==> src/rtl/bram_arb_pkg.sv <==
// Shared types for the BRAM port-A arbiter: FSM state encoding and grant constants.
package bram_arb_pkg;

  typedef enum logic {
    ST_IDLE = 1'b0,
    ST_FILL = 1'b1
  } arb_state_e;

  localparam logic [1:0] GRANT_NONE = 2'b00;
  localparam logic [1:0] GRANT_R0   = 2'b01;
  localparam logic [1:0] GRANT_R1   = 2'b10;

endpackage

==> src/rtl/rr_arb2.sv <==
// Two-way round-robin arbiter: a sole requester always wins, a tie goes to the
// requester not granted last. The pointer moves only when advance_i is high.
module rr_arb2
  import bram_arb_pkg::*;
(
  input  logic       clk_i,
  input  logic       rst_i,
  input  logic [1:0] valid_i,
  input  logic       advance_i,
  output logic [1:0] grant_o
);

  // last_q = 1 means requester 1 was granted last, so requester 0 wins a tie
  logic last_q, last_d;

  always_comb begin
    grant_o = GRANT_NONE;
    case (valid_i)
      2'b01:   grant_o = GRANT_R0;
      2'b10:   grant_o = GRANT_R1;
      2'b11:   grant_o = last_q ? GRANT_R0 : GRANT_R1;
      default: grant_o = GRANT_NONE;
    endcase
    last_d = last_q;
    if (advance_i && (grant_o != GRANT_NONE)) last_d = grant_o[1];
  end

  always_ff @(posedge clk_i or posedge rst_i) begin
    if (rst_i) last_q <= 1'b1;
    else       last_q <= last_d;
  end

endmodule

==> src/rtl/bram_porta_arbiter.sv <==
// Arbitrates two requesters onto BRAM port A and owns a fill engine that writes
// one value to every word, locking out requesters while it runs.
module bram_porta_arbiter
  import bram_arb_pkg::*;
#(
  parameter int DATA_WIDTH  = 2,
  parameter int DEPTH_WORDS = 2
) (
  input  logic                          clk_i,
  input  logic                          rst_i,
  input  logic                          r0_valid_i,
  output logic                          r0_ready_o,
  input  logic                          r0_we_i,
  input  logic [$clog2(DEPTH_WORDS)-1:0] r0_addr_i,
  input  logic [DATA_WIDTH-1:0]         r0_wdata_i,
  output logic                          r0_rvalid_o,
  output logic [DATA_WIDTH-1:0]         r0_rdata_o,
  input  logic                          r1_valid_i,
  output logic                          r1_ready_o,
  input  logic                          r1_we_i,
  input  logic [$clog2(DEPTH_WORDS)-1:0] r1_addr_i,
  input  logic [DATA_WIDTH-1:0]         r1_wdata_i,
  output logic                          r1_rvalid_o,
  output logic [DATA_WIDTH-1:0]         r1_rdata_o,
  input  logic                          fill_start_i,
  input  logic [DATA_WIDTH-1:0]         fill_data_i,
  output logic                          fill_busy_o,
  output logic                          fill_done_o,
  output logic [$clog2(DEPTH_WORDS)-1:0] bram_addr_o,
  output logic                          bram_we_o,
  output logic [DATA_WIDTH-1:0]         bram_din_o,
  input  logic [DATA_WIDTH-1:0]         bram_dout_i,
  output arb_state_e                    dbg_state_o
);

  localparam int ADDR_WIDTH = $clog2(DEPTH_WORDS);
  localparam logic [ADDR_WIDTH-1:0] LAST_ADDR = ADDR_WIDTH'(DEPTH_WORDS - 1);

  // Handshake: a transfer on requester n happens on a rising edge where
  // rn_valid_i && rn_ready_o; ready is combinational and one-hot-or-zero.

  arb_state_e             state_q;
  logic [ADDR_WIDTH-1:0]  cnt_q;
  logic [DATA_WIDTH-1:0]  fill_val_q;
  logic                   done_q;
  logic [1:0]             rvalid_q, rvalid_d;
  logic [1:0]             grant;
  logic                   idle;

  assign idle = (state_q == ST_IDLE);

  rr_arb2 u_rr_arb2 (
    .clk_i     (clk_i),
    .rst_i     (rst_i),
    .valid_i   ({r1_valid_i, r0_valid_i} & {2{idle}}),
    .advance_i (idle),
    .grant_o   (grant)
  );

  assign r0_ready_o = grant[0];
  assign r1_ready_o = grant[1];

  always_comb begin
    bram_we_o   = 1'b0;
    bram_addr_o = '0;
    bram_din_o  = '0;
    if (!idle) begin
      bram_we_o   = 1'b1;
      bram_addr_o = cnt_q;
      bram_din_o  = fill_val_q;
    end else if (grant[0]) begin
      bram_we_o   = r0_we_i;
      bram_addr_o = r0_addr_i;
      bram_din_o  = r0_wdata_i;
    end else if (grant[1]) begin
      bram_we_o   = r1_we_i;
      bram_addr_o = r1_addr_i;
      bram_din_o  = r1_wdata_i;
    end
  end

  // Read data lands one cycle after acceptance, in step with the BRAM's output register
  assign rvalid_d = {grant[1] & ~r1_we_i, grant[0] & ~r0_we_i};

  always_ff @(posedge clk_i or posedge rst_i) begin
    if (rst_i) begin
      state_q    <= ST_IDLE;
      cnt_q      <= '0;
      fill_val_q <= '0;
      done_q     <= 1'b0;
      rvalid_q   <= 2'b00;
    end else begin
      rvalid_q <= rvalid_d;
      done_q   <= 1'b0;
      case (state_q)
        ST_IDLE: begin
          if (fill_start_i) begin
            state_q    <= ST_FILL;
            fill_val_q <= fill_data_i;
            cnt_q      <= '0;
          end
        end
        ST_FILL: begin
          if (cnt_q == LAST_ADDR) begin
            state_q <= ST_IDLE;
            cnt_q   <= '0;
            done_q  <= 1'b1;
          end else begin
            cnt_q <= cnt_q + 1'b1;
          end
        end
        default: state_q <= ST_IDLE;
      endcase
    end
  end

  assign r0_rvalid_o = rvalid_q[0];
  assign r1_rvalid_o = rvalid_q[1];
  assign r0_rdata_o  = bram_dout_i;
  assign r1_rdata_o  = bram_dout_i;
  assign fill_busy_o = ~idle;
  assign fill_done_o = done_q;
  assign dbg_state_o = state_q;

endmodule

==> config.mk <==
export PLATFORM = sky130hd
export DESIGN_NAME = bram_porta_arbiter
export DESIGN_NICKNAME = d
export VERILOG_FILES = /design/src/rtl/bram_arb_pkg.sv /design/src/rtl/rr_arb2.sv /design/src/rtl/bram_porta_arbiter.sv
export SDC_FILE = /design/constraint.sdc
export NUM_CORES = 1
export LEC_CHECK = 0
export CORE_MARGIN = 2
export CORE_UTILIZATION = 23
export DETAILED_ROUTE_END_ITERATION = 10
export PLACE_DENSITY = 0.59
export SYNTH_ARGS = -nofsm -noshare
export SYNTH_HDL_FRONTEND = slang
export SYNTH_HIERARCHICAL = 1
export SYNTH_SLANG_ARGS = --single-unit
==> constraint.sdc <==
create_clock -name clk_i -period 4.2 [get_ports clk_i]
set_clock_uncertainty 0.2 [all_clocks]
set_input_delay 0.84 -clock clk_i [delete_from_list [all_inputs] [get_ports clk_i]]
set_output_delay 0.84 -clock clk_i [all_outputs]
set_load 0.01 [all_outputs]
# [After elaboration in Yosys (flattened, before gate mapping)]
# Cells that the tools add are included.
[totals] register_bits=8 word_cells=39 out_inout_bits=15
[op_classes] n_bitwise=6 muxes=19 n_reduce_logical=3 add_sub_neg=1 n_eq_ne=4
[ops] operator="1-bit two-way mux" count=12
[ops] operator="2-bit two-way mux" count=4
[ops] operator="2-bit one-hot mux with 3 select lines" count=1
[ops] operator="2-bit == test, second input constant" count=2
[ops] operator="1-bit one-hot mux with 2 select lines" count=2
[ops] operator="1-bit inverter" count=3
[ops] operator="1-bit bitwise AND" count=2
[ops] operator="2-bit bitwise AND" count=1
[ops] operator="2-bit by 1-bit == test with 1-bit output, second input constant" count=1
[ops] operator="2-bit != test, second input constant" count=1
[ops] operator="2-bit AND reduction" count=1
[ops] operator="2-bit nonzero test" count=1
[ops] operator="1-bit adder, second input constant" count=1
[ops] operator="1-bit logical AND" count=1

# [Logic depth before layout (Yosys ltp)]
# Gate-level depths: netlist (run 1).
[logic_depth] word_depth=7 ltp_mapped=5 ltp_nobuf=4

# [Modules after synthesis]
# Netlist (run 1), hierarchy kept.
[by_module_without_submodules] mod="bram_porta_arbiter" cells_per_inst=38 instances=1 seq_area_each_um2=175.2 area_each_um2=405.4
[by_module_without_submodules] mod="rr_arb2" cells_per_inst=7 instances=1 seq_area_each_um2=26.3 area_each_um2=60.1

# [Worst setup path after synthesis (run 1)]
# Ideal clock, no wire load.
[synth_timing] path_type="input to output" start="input port r1_valid_i" end="output port bram_addr_o" path_buffers=0 path_slack_ns=1.143 path_stages=4 arrival_ns=2.017 path_cell_list="nor2b_1 -> a21boi_0 -> nand3b_1 -> a21boi_0"
[synth_between] elab_chain_len=6
[synth_lines] element="start, declared" line_no="bram_porta_arbiter.sv:18" source="input logic r1_valid_i,"
[synth_lines] element="2-bit bitwise AND *" line_no="bram_porta_arbiter.sv:55" source=".valid_i ({r1_valid_i, r0_valid_i} & {2{idle}}),"
[synth_lines] element="2-bit == test / 2-bit by 1-bit == test with 1-bit output (equally long branches)" line_no="rr_arb2.sv:18" source="case (valid_i)"
[synth_lines] element="2-bit one-hot mux with 3 select lines *" line_no="rr_arb2.sv:18"
[synth_lines] element="named net r1_ready_o" line_no="bram_porta_arbiter.sv:19" source="output logic r1_ready_o,"
[synth_lines] element="1-bit two-way mux *" line_no="bram_porta_arbiter.sv:75" source="end else if (grant[1]) begin"
[synth_lines] element="1-bit two-way mux *" line_no="bram_porta_arbiter.sv:71" source="end else if (grant[0]) begin"
[synth_lines] element="1-bit two-way mux *" line_no="bram_porta_arbiter.sv:67" source="if (!idle) begin"
[synth_lines] element="end, declared" line_no="bram_porta_arbiter.sv:29" source="output logic [$clog2(DEPTH_WORDS)-1:0] bram_addr_o,"
# Mark *: on every way through the listed nets, which the timed path passes. The rest lies on a longest branch.

# [Worst setup path in the final report (run 1)]
[layout_timing] start="input port r1_valid_i" end="output port bram_din_o[0]"
[layout_between] elab_chain_len=6
[layout_lines] element="2-bit bitwise AND *" line_no="bram_porta_arbiter.sv:55"
[layout_lines] element="2-bit == test / 2-bit by 1-bit == test with 1-bit output (equally long branches)" line_no="rr_arb2.sv:18"
[layout_lines] element="2-bit one-hot mux with 3 select lines *" line_no="rr_arb2.sv:18"
[layout_lines] element="2-bit two-way mux" line_no="bram_porta_arbiter.sv:75"
[layout_lines] element="2-bit two-way mux *" line_no="bram_porta_arbiter.sv:71"
[layout_lines] element="2-bit two-way mux *" line_no="bram_porta_arbiter.sv:67"
[layout_lines] element="end, declared" line_no="bram_porta_arbiter.sv:31" source="output logic [DATA_WIDTH-1:0] bram_din_o,"
# Every way passes the cells marked *; elsewhere a longest branch is shown, timed or not.

==> flow_summary.toml, run 1 <==
[clocking]
cts_root_buf = "clkbuf_4"
cts.path.max_buffers = 2
cts.sinks = 8
cts_hold_buf = 0
cts-resized-gates = 0
h-tree-depth = 1
cts.clk_slew.worst_paths_ns = 0.06
cts_buffers = 3
cts_tree = "yes"
cts_setup_buffers = 0
insertion_delay_ns = 0.26

[finish]
area_growth_syn_to_layout_pct = 57.80
diodes = 0
final_cell_mix = "clkdlybuf4s50_1 (25), dfrtp_1 (7), a21oi_1 (5)"
fin_nets = 87
fillers = 215
final_layout_size_suffix_gt1_share_pct = 11.59
layout_commonest_cell = "clkdlybuf4s50_1"

[synthesis]
synth.cell_area_sq_um = 465.4
synth_top_cell_by_area = "dfrtp_1"
syn_nets = 62
ys_types = 20
ys_seq_area_share_pct = 43.28
netlist_top_cells_area = "dfrtp_1 (38%), buf_4 (8.1%), mux2_4 (6.5%)"
synth_warnings = 6
avgSynthCellArea_sq_um = 10.34
yosysTopAreaCellShare_pct = 37.63
synth-seq-cells = 8
synthCells = 45

[floorplanning]
start_util_pct = 23.97
io_pins = 32
num_rows = 16
die_h_um = 48.99
die_area_sq_mm = 0.002400
chipWidth_um = 48.99
core_sq_mm = 0.001942

[routing]
drtPass1Iterations = 4
drt_iter0_markers = 12
drc = 0
ant_nets = 0
wirelength_um = 1041
wl_per_cell_um = 10.84
dr_total_vias = 400
via_per_inst = 4.167

[global_route]
grt_max_degree = 13
grt_util_met1_pct = 9.369
met3_usage_pct = 5.521
grt-ovfl-total = 0
grt_usage_pct = 9.292
grt_pass1_vias = 385
antenna_found_initial = 0
grt_pass1_wl_um = 1628
grtUsageMet2_pct = 15.07
grt-busiest-layer = "met2"

[sta]
whs_ns = 0.3085
finalHoldViolCount = 0
fmax_ghz = 0.2530
timing.final.ws_setup_ns = 0.2470
slew_headroom_pct = 60.02
tightest_slew_ns = 0.5985
setup_viol = 0
fin_crit_sh_pct = 94.12
fin_crit_ns = 3.953
rsz0062_at_grt = "no"
slew_violations = 0
fin_tns_setup_ns = 0

[power]
pwr-share-comb_pct = 55.4
vdd_drop_max_v = 0.0003165
netSwitchingPower_uw = 165.6
swShare_pct = 34.88
cellPowerDensity_mw_per_mm2 = 646.4
seq_power_share_pct = 30.7
p_int_uw = 309.1
leakage_uw = 0.0003112
pwr-share-clk_pct = 13.9

[run]
cap_violations = 0

[worst_setup_path]
arrival_ns = 2.91
worst_path_most_repeated_cell = "clkdlybuf4s50_1"
start_kind = "input port"
cp_cell_sequence = "clkdlybuf4s50_1 > nor2b_1 > a21boi_0 > buf_4 > nand3b_1 > a2bb2oi_1 > clkdlybuf4s50_1"
endpoint_kind = "primary output"
required_ns = 3.16
critPathKind = "in -> out"
worstPathMaxFanout = 4
critPathMaxStageDelay_ns = 0.56
slowest_stage = "clkdlybuf4s50_1"

[placement]
gp_congestion = 0.7220
io_buffers = 25
post-dp-hpwl_um = 792.1
pre_cts_slack_ns = 0.2670

[outcome]
outcome = "complete, no violations"

[min_path]
hold_class = "reg -> reg"
==> state kept, by name (all words and copies together), names as in the netlist <==
signal / cells
rvalid_q: 2
fill_val_q: 2
cnt_q: 1
fill_done_o: 1
u_rr_arb2/last_q: 1
dbg_state_o: 1
==> routing by layer <==
metal / share of wire (%) / vias up
met5: 0 / -
met1: 42 / 182
met4: 1.4 / 0
li1: - / 195
met2: 46 / 19
met3: 11 / 4
==> metrics by stage <==
stage	power (uW)	area [sq um]	cells	util [%]
2_1_floorplan	293.7	465.4	45	-
3_3_place_gp	407.9	708.2	92	36.47
3_5_place_dp	411.0	708.2	92	36.47
4_1_cts	481.9	734.5	96	37.82
5_1_grt	508.4	734.5	96	37.82
6_report	474.7	734.5	96	37.82
==> Yosys cell counts (all sizes together) <==
| cell type | instances |
|---|---|
| nand3b | 3 |
| o21ai | 2 |
| buf | 6 |
| a21oi | 5 |
| a21boi | 3 |
| nor2b | 4 |
| a2bb2oi | 2 |
| and2 | 1 |
| inv | 4 |
| dfrtp | 7 |
| nand2b | 2 |
| and2b | 1 |
| a31oi | 1 |
| dfstp | 1 |
| mux2 | 2 |
| o21bai | 1 |
==> power by group through the flow <==
stage	registers (uW)	clock network, uW	logic [uW]
finish	146	66.1	263
global route	152	72.8	283
CTS	146	70.3	266
detailed placement	148	0	263
global placement	147	0	261
floorplan	137	0	157
==> logic make-up (layout without fill, tap and decap cells) <==
kind of cell	count (synthesis)	in the layout	synth area share, %
buf+inv	10	34	13.71
simple gates	11	11	17.47
flops	8	8	43.28
compound gates	14	14	19.08
mux	2	2	6.452
==> area by class of cell <==
type,instances,area [sq um],share of cell area [%]
inverters,4,15.01,2.044
repair buffers,26,257.7,35.09
well taps,27,33.78,4.600
multi-input cells,27,200.2,27.26
clock buffers,4,26.28,3.578
flip-flops and latches,8,201.4,27.43
==> worst paths after layout <==
check	cells past startpoint	endpoint	from	slack (ns)
worst max-delay path	7	bram_din_o[0]	r1_valid_i	0.25
worst min-delay path	1	dbg_state_o$_DFF_PP0_	cnt_q$_DFFE_PP0P_	0.31
worst max register to register	3	rvalid_q[0]$_DFF_PP0_	dbg_state_o$_DFF_PP0_	2.43
worst min register to register	1	dbg_state_o$_DFF_PP0_	cnt_q$_DFFE_PP0P_	0.31
max in group asynchronous	2	dbg_state_o$_DFF_PP0_	rst_i	2.93
min in group asynchronous	2	rvalid_q[1]$_DFF_PP0_	rst_i	0.64
==> critical path: cells and delay by family <==
kind / cells / cell delay [ns]
buffers and inverters: 3 / 1.22
and+or+nand+nor: 2 / 0.26
AOI/OAI and AO/OA: 2 / 0.60
(Power assumes the default switching activity.)
==> run 2: changes to the inputs <==
--- a/config.mk
+++ b/config.mk
@@ -8,8 +8,7 @@
 export CORE_MARGIN = 2
 export CORE_UTILIZATION = 23
 export DETAILED_ROUTE_END_ITERATION = 10
-export PLACE_DENSITY = 0.59
+export PLACE_DENSITY = 0.61
 export SYNTH_ARGS = -nofsm -noshare
 export SYNTH_HDL_FRONTEND = slang
-export SYNTH_HIERARCHICAL = 1
 export SYNTH_SLANG_ARGS = --single-unit
==> flow_summary.toml, run 2 <==
[clocking]
cts_hold_buf = 0
h-tree-depth = 1
cts.path.max_buffers = 2
cts_root_buf = "clkbuf_4"
cts_setup_buffers = 0
cts_buffers = 3
cts_tree = "yes"
cts-resized-gates = 0
cts.sinks = 8
insertion_delay_ns = 0.24
cts.clk_slew.worst_paths_ns = 0.05

[sta]
slew_headroom_pct = 78.88
fmax_ghz = 0.2915
setup_viol = 0
rsz0062_at_grt = "no"
tightest_slew_ns = 0.3167
fin_tns_setup_ns = 0
fin_crit_ns = 3.430
fin_crit_sh_pct = 81.68
slew_violations = 0
finalHoldViolCount = 0

[synthesis]
synthArstFlopShare_pct = 100.0
synth.cell_area_sq_um = 439.2
synthFlopType = "dfrtp_1"
synth-seq-cells = 8
netlist_top_cells_area = "dfrtp_1 (40%), buf_4 (10%), a221o_1 (6.8%)"
synth_enable_flop_cells = 0
yosysTopAreaCellShare_pct = 39.89
synth_warnings = 0
synth_commonest_cells = "dfrtp_1 (7), buf_4 (6), nor2b_1 (4)"
synth_top_cell_by_area = "dfrtp_1"
syn_nets = 58
yosysMostFrequentCell = "dfrtp_1"
avgSynthCellArea_sq_um = 10.71
ys_types = 19
ys_seq_area_share_pct = 45.87
synthCells = 41

[global_route]
grt-ovfl-total = 0
grt-busiest-layer = "met2"
grt_util_met1_pct = 9.908
grtUsageMet2_pct = 14.13
grt_usage_pct = 9.007
grt_max_degree = 13
antenna_found_initial = 0
grt_pass1_vias = 332
grt_pass1_wl_um = 1366
met3_usage_pct = 3.396

[run]
cap_violations = 0

[worst_setup_path]
reg2reg_depth = 2
endpoint_kind = "primary output"
start_kind = "input port"
reg2reg_from = "dbg_state_o$_DFF_PP0_"
critPathKind = "in -> out"
r2r-end = "fill_val_q[1]$_DFFE_PP0P_"
ff2ff_setup_slack_ns = 2.85
arrival_ns = 2.39
worstPathMaxFanout = 5
required_ns = 3.16

[routing]
via_per_inst = 4.135
wirelength_um = 888
drtPass1Iterations = 2
wl_per_cell_um = 9.978
dr_total_vias = 368
drc = 0
ant_nets = 0
drt_iter0_markers = 2

[power]
p_int_uw = 294.4
swShare_pct = 31.34
pwr-share-comb_pct = 53.0
seq_power_share_pct = 32.8
netSwitchingPower_uw = 134.3
cellPowerDensity_mw_per_mm2 = 610.8
vdd_drop_max_v = 0.0001543
pwr-share-clk_pct = 14.3
leakage_uw = 0.0002931

[placement]
dp.cells = 85
io_buffers = 25
post-dp-hpwl_um = 766.4
placed_cell_area_sq_um = 675.6
gp_congestion = 0.6136

[finish]
final_layout_size_suffix_gt1_share_pct = 14.06
multi_input_area_sq_um = 188.9
finalNonFillerCells = 89
reg.largest.list = "fill_val_q: 2 flops, rvalid_q: 2 flops"
fillers = 183
layout_commonest_cell = "clkdlybuf4s50_1"
diodes = 0
final_area_sq_um = 701.9
area_growth_syn_to_layout_pct = 59.83
fin_nets = 82
final_cell_mix = "clkdlybuf4s50_1 (25), dfrtp_1 (7), nor2b_1 (4)"
seq_area_sq_um = 201.4

[floorplanning]
io_pins = 32
die_h_um = 47.70
core_sq_mm = 0.001764
num_rows = 15
chipWidth_um = 47.70
start_util_pct = 24.89
die_area_sq_mm = 0.002275

[min_path]
holdPathEnd = "cnt_q$_DFFE_PP0P_"
hold_class = "reg -> reg"
hold_depth = 1
min_from = "cnt_q$_DFFE_PP0P_"

[outcome]
outcome = "complete, no violations"
run 2: cell types whose count changed after synthesis, moves of 3 or more:
| cell | before | now |
|---|---|---|
| a21oi_1 | 5 | 1 |
| a221o_1 | 0 | 3 |
| inv_1 | 4 | 1 |
| nand3b_1 | 3 | 0 |
run 2: cell families after synthesis:
| family | count (synthesis) | share of synthesized area, % |
|---|---|---|
| simple gates | 16 | 23.64 |
| compound gates | 8 | 14.25 |
| flops | 8 | 45.87 |
| buf+inv | 7 | 11.11 |
| mux | 2 | 5.128 |
run 2: routing by layer:
layer,vias to the layer above,wire (um)
li1,182,-
met1,165,369
met2,19,400
met3,2,105
met4,0,13
met5,-,0
run 2: cell type report:
cell class / count / share of cell area, %
multi-input cells: 26 / 26.92
repair buffers: 25 / 35.65
flip-flops and latches: 8 / 28.70
well taps: 25 / 4.456
inverters: 1 / 0.5348
clock buffers: 4 / 3.743
run 2: through the flow:
stage	power (uW)	worst slack [ns]	util, %	hold slack, ns
6_report	428.7	0.7695	39.79	0.3008
5_1_grt	467.6	0.7069	39.79	0.3192
4_1_cts	437.9	0.7529	39.79	0.3008
3_5_place_dp	374.3	0.7552	38.30	0.2909
3_3_place_gp	373.6	0.7673	38.30	0.2787
2_1_floorplan	269.5	1.795	-	0.2647
run 2: power by group through the flow:
stage | sequential (uW) | clock, uW | combinational, uW
6_report | 141 | 61.1 | 227
5_1_grt | 148 | 68.5 | 251
4_1_cts | 142 | 65.0 | 231
3_5_place_dp | 143 | 0 | 231
3_3_place_gp | 143 | 0 | 231
2_1_floorplan | 135 | 0 | 134
run 2: critical path, stage by stage:
cell and delay, ns:
clkdlybuf4s50_1 0.55, nand2b_1 0.09, nor2b_4 0.14, a221o_1 0.29, clkdlybuf4s50_1 0.48
run 2: how the worst max path moves through the flow:
stage          startpoint            end  depth (start not counted)
2_1_floorplan  r1_valid_i  bram_din_o[0]                          3
4_1_cts        r1_valid_i      bram_we_o                          5
3_3_place_gp   r1_valid_i  bram_din_o[0]                          5
5_1_grt        r0_valid_i      bram_we_o                          5
3_5_place_dp   r1_valid_i      bram_we_o                          5
6_report       r1_valid_i      bram_we_o                          5
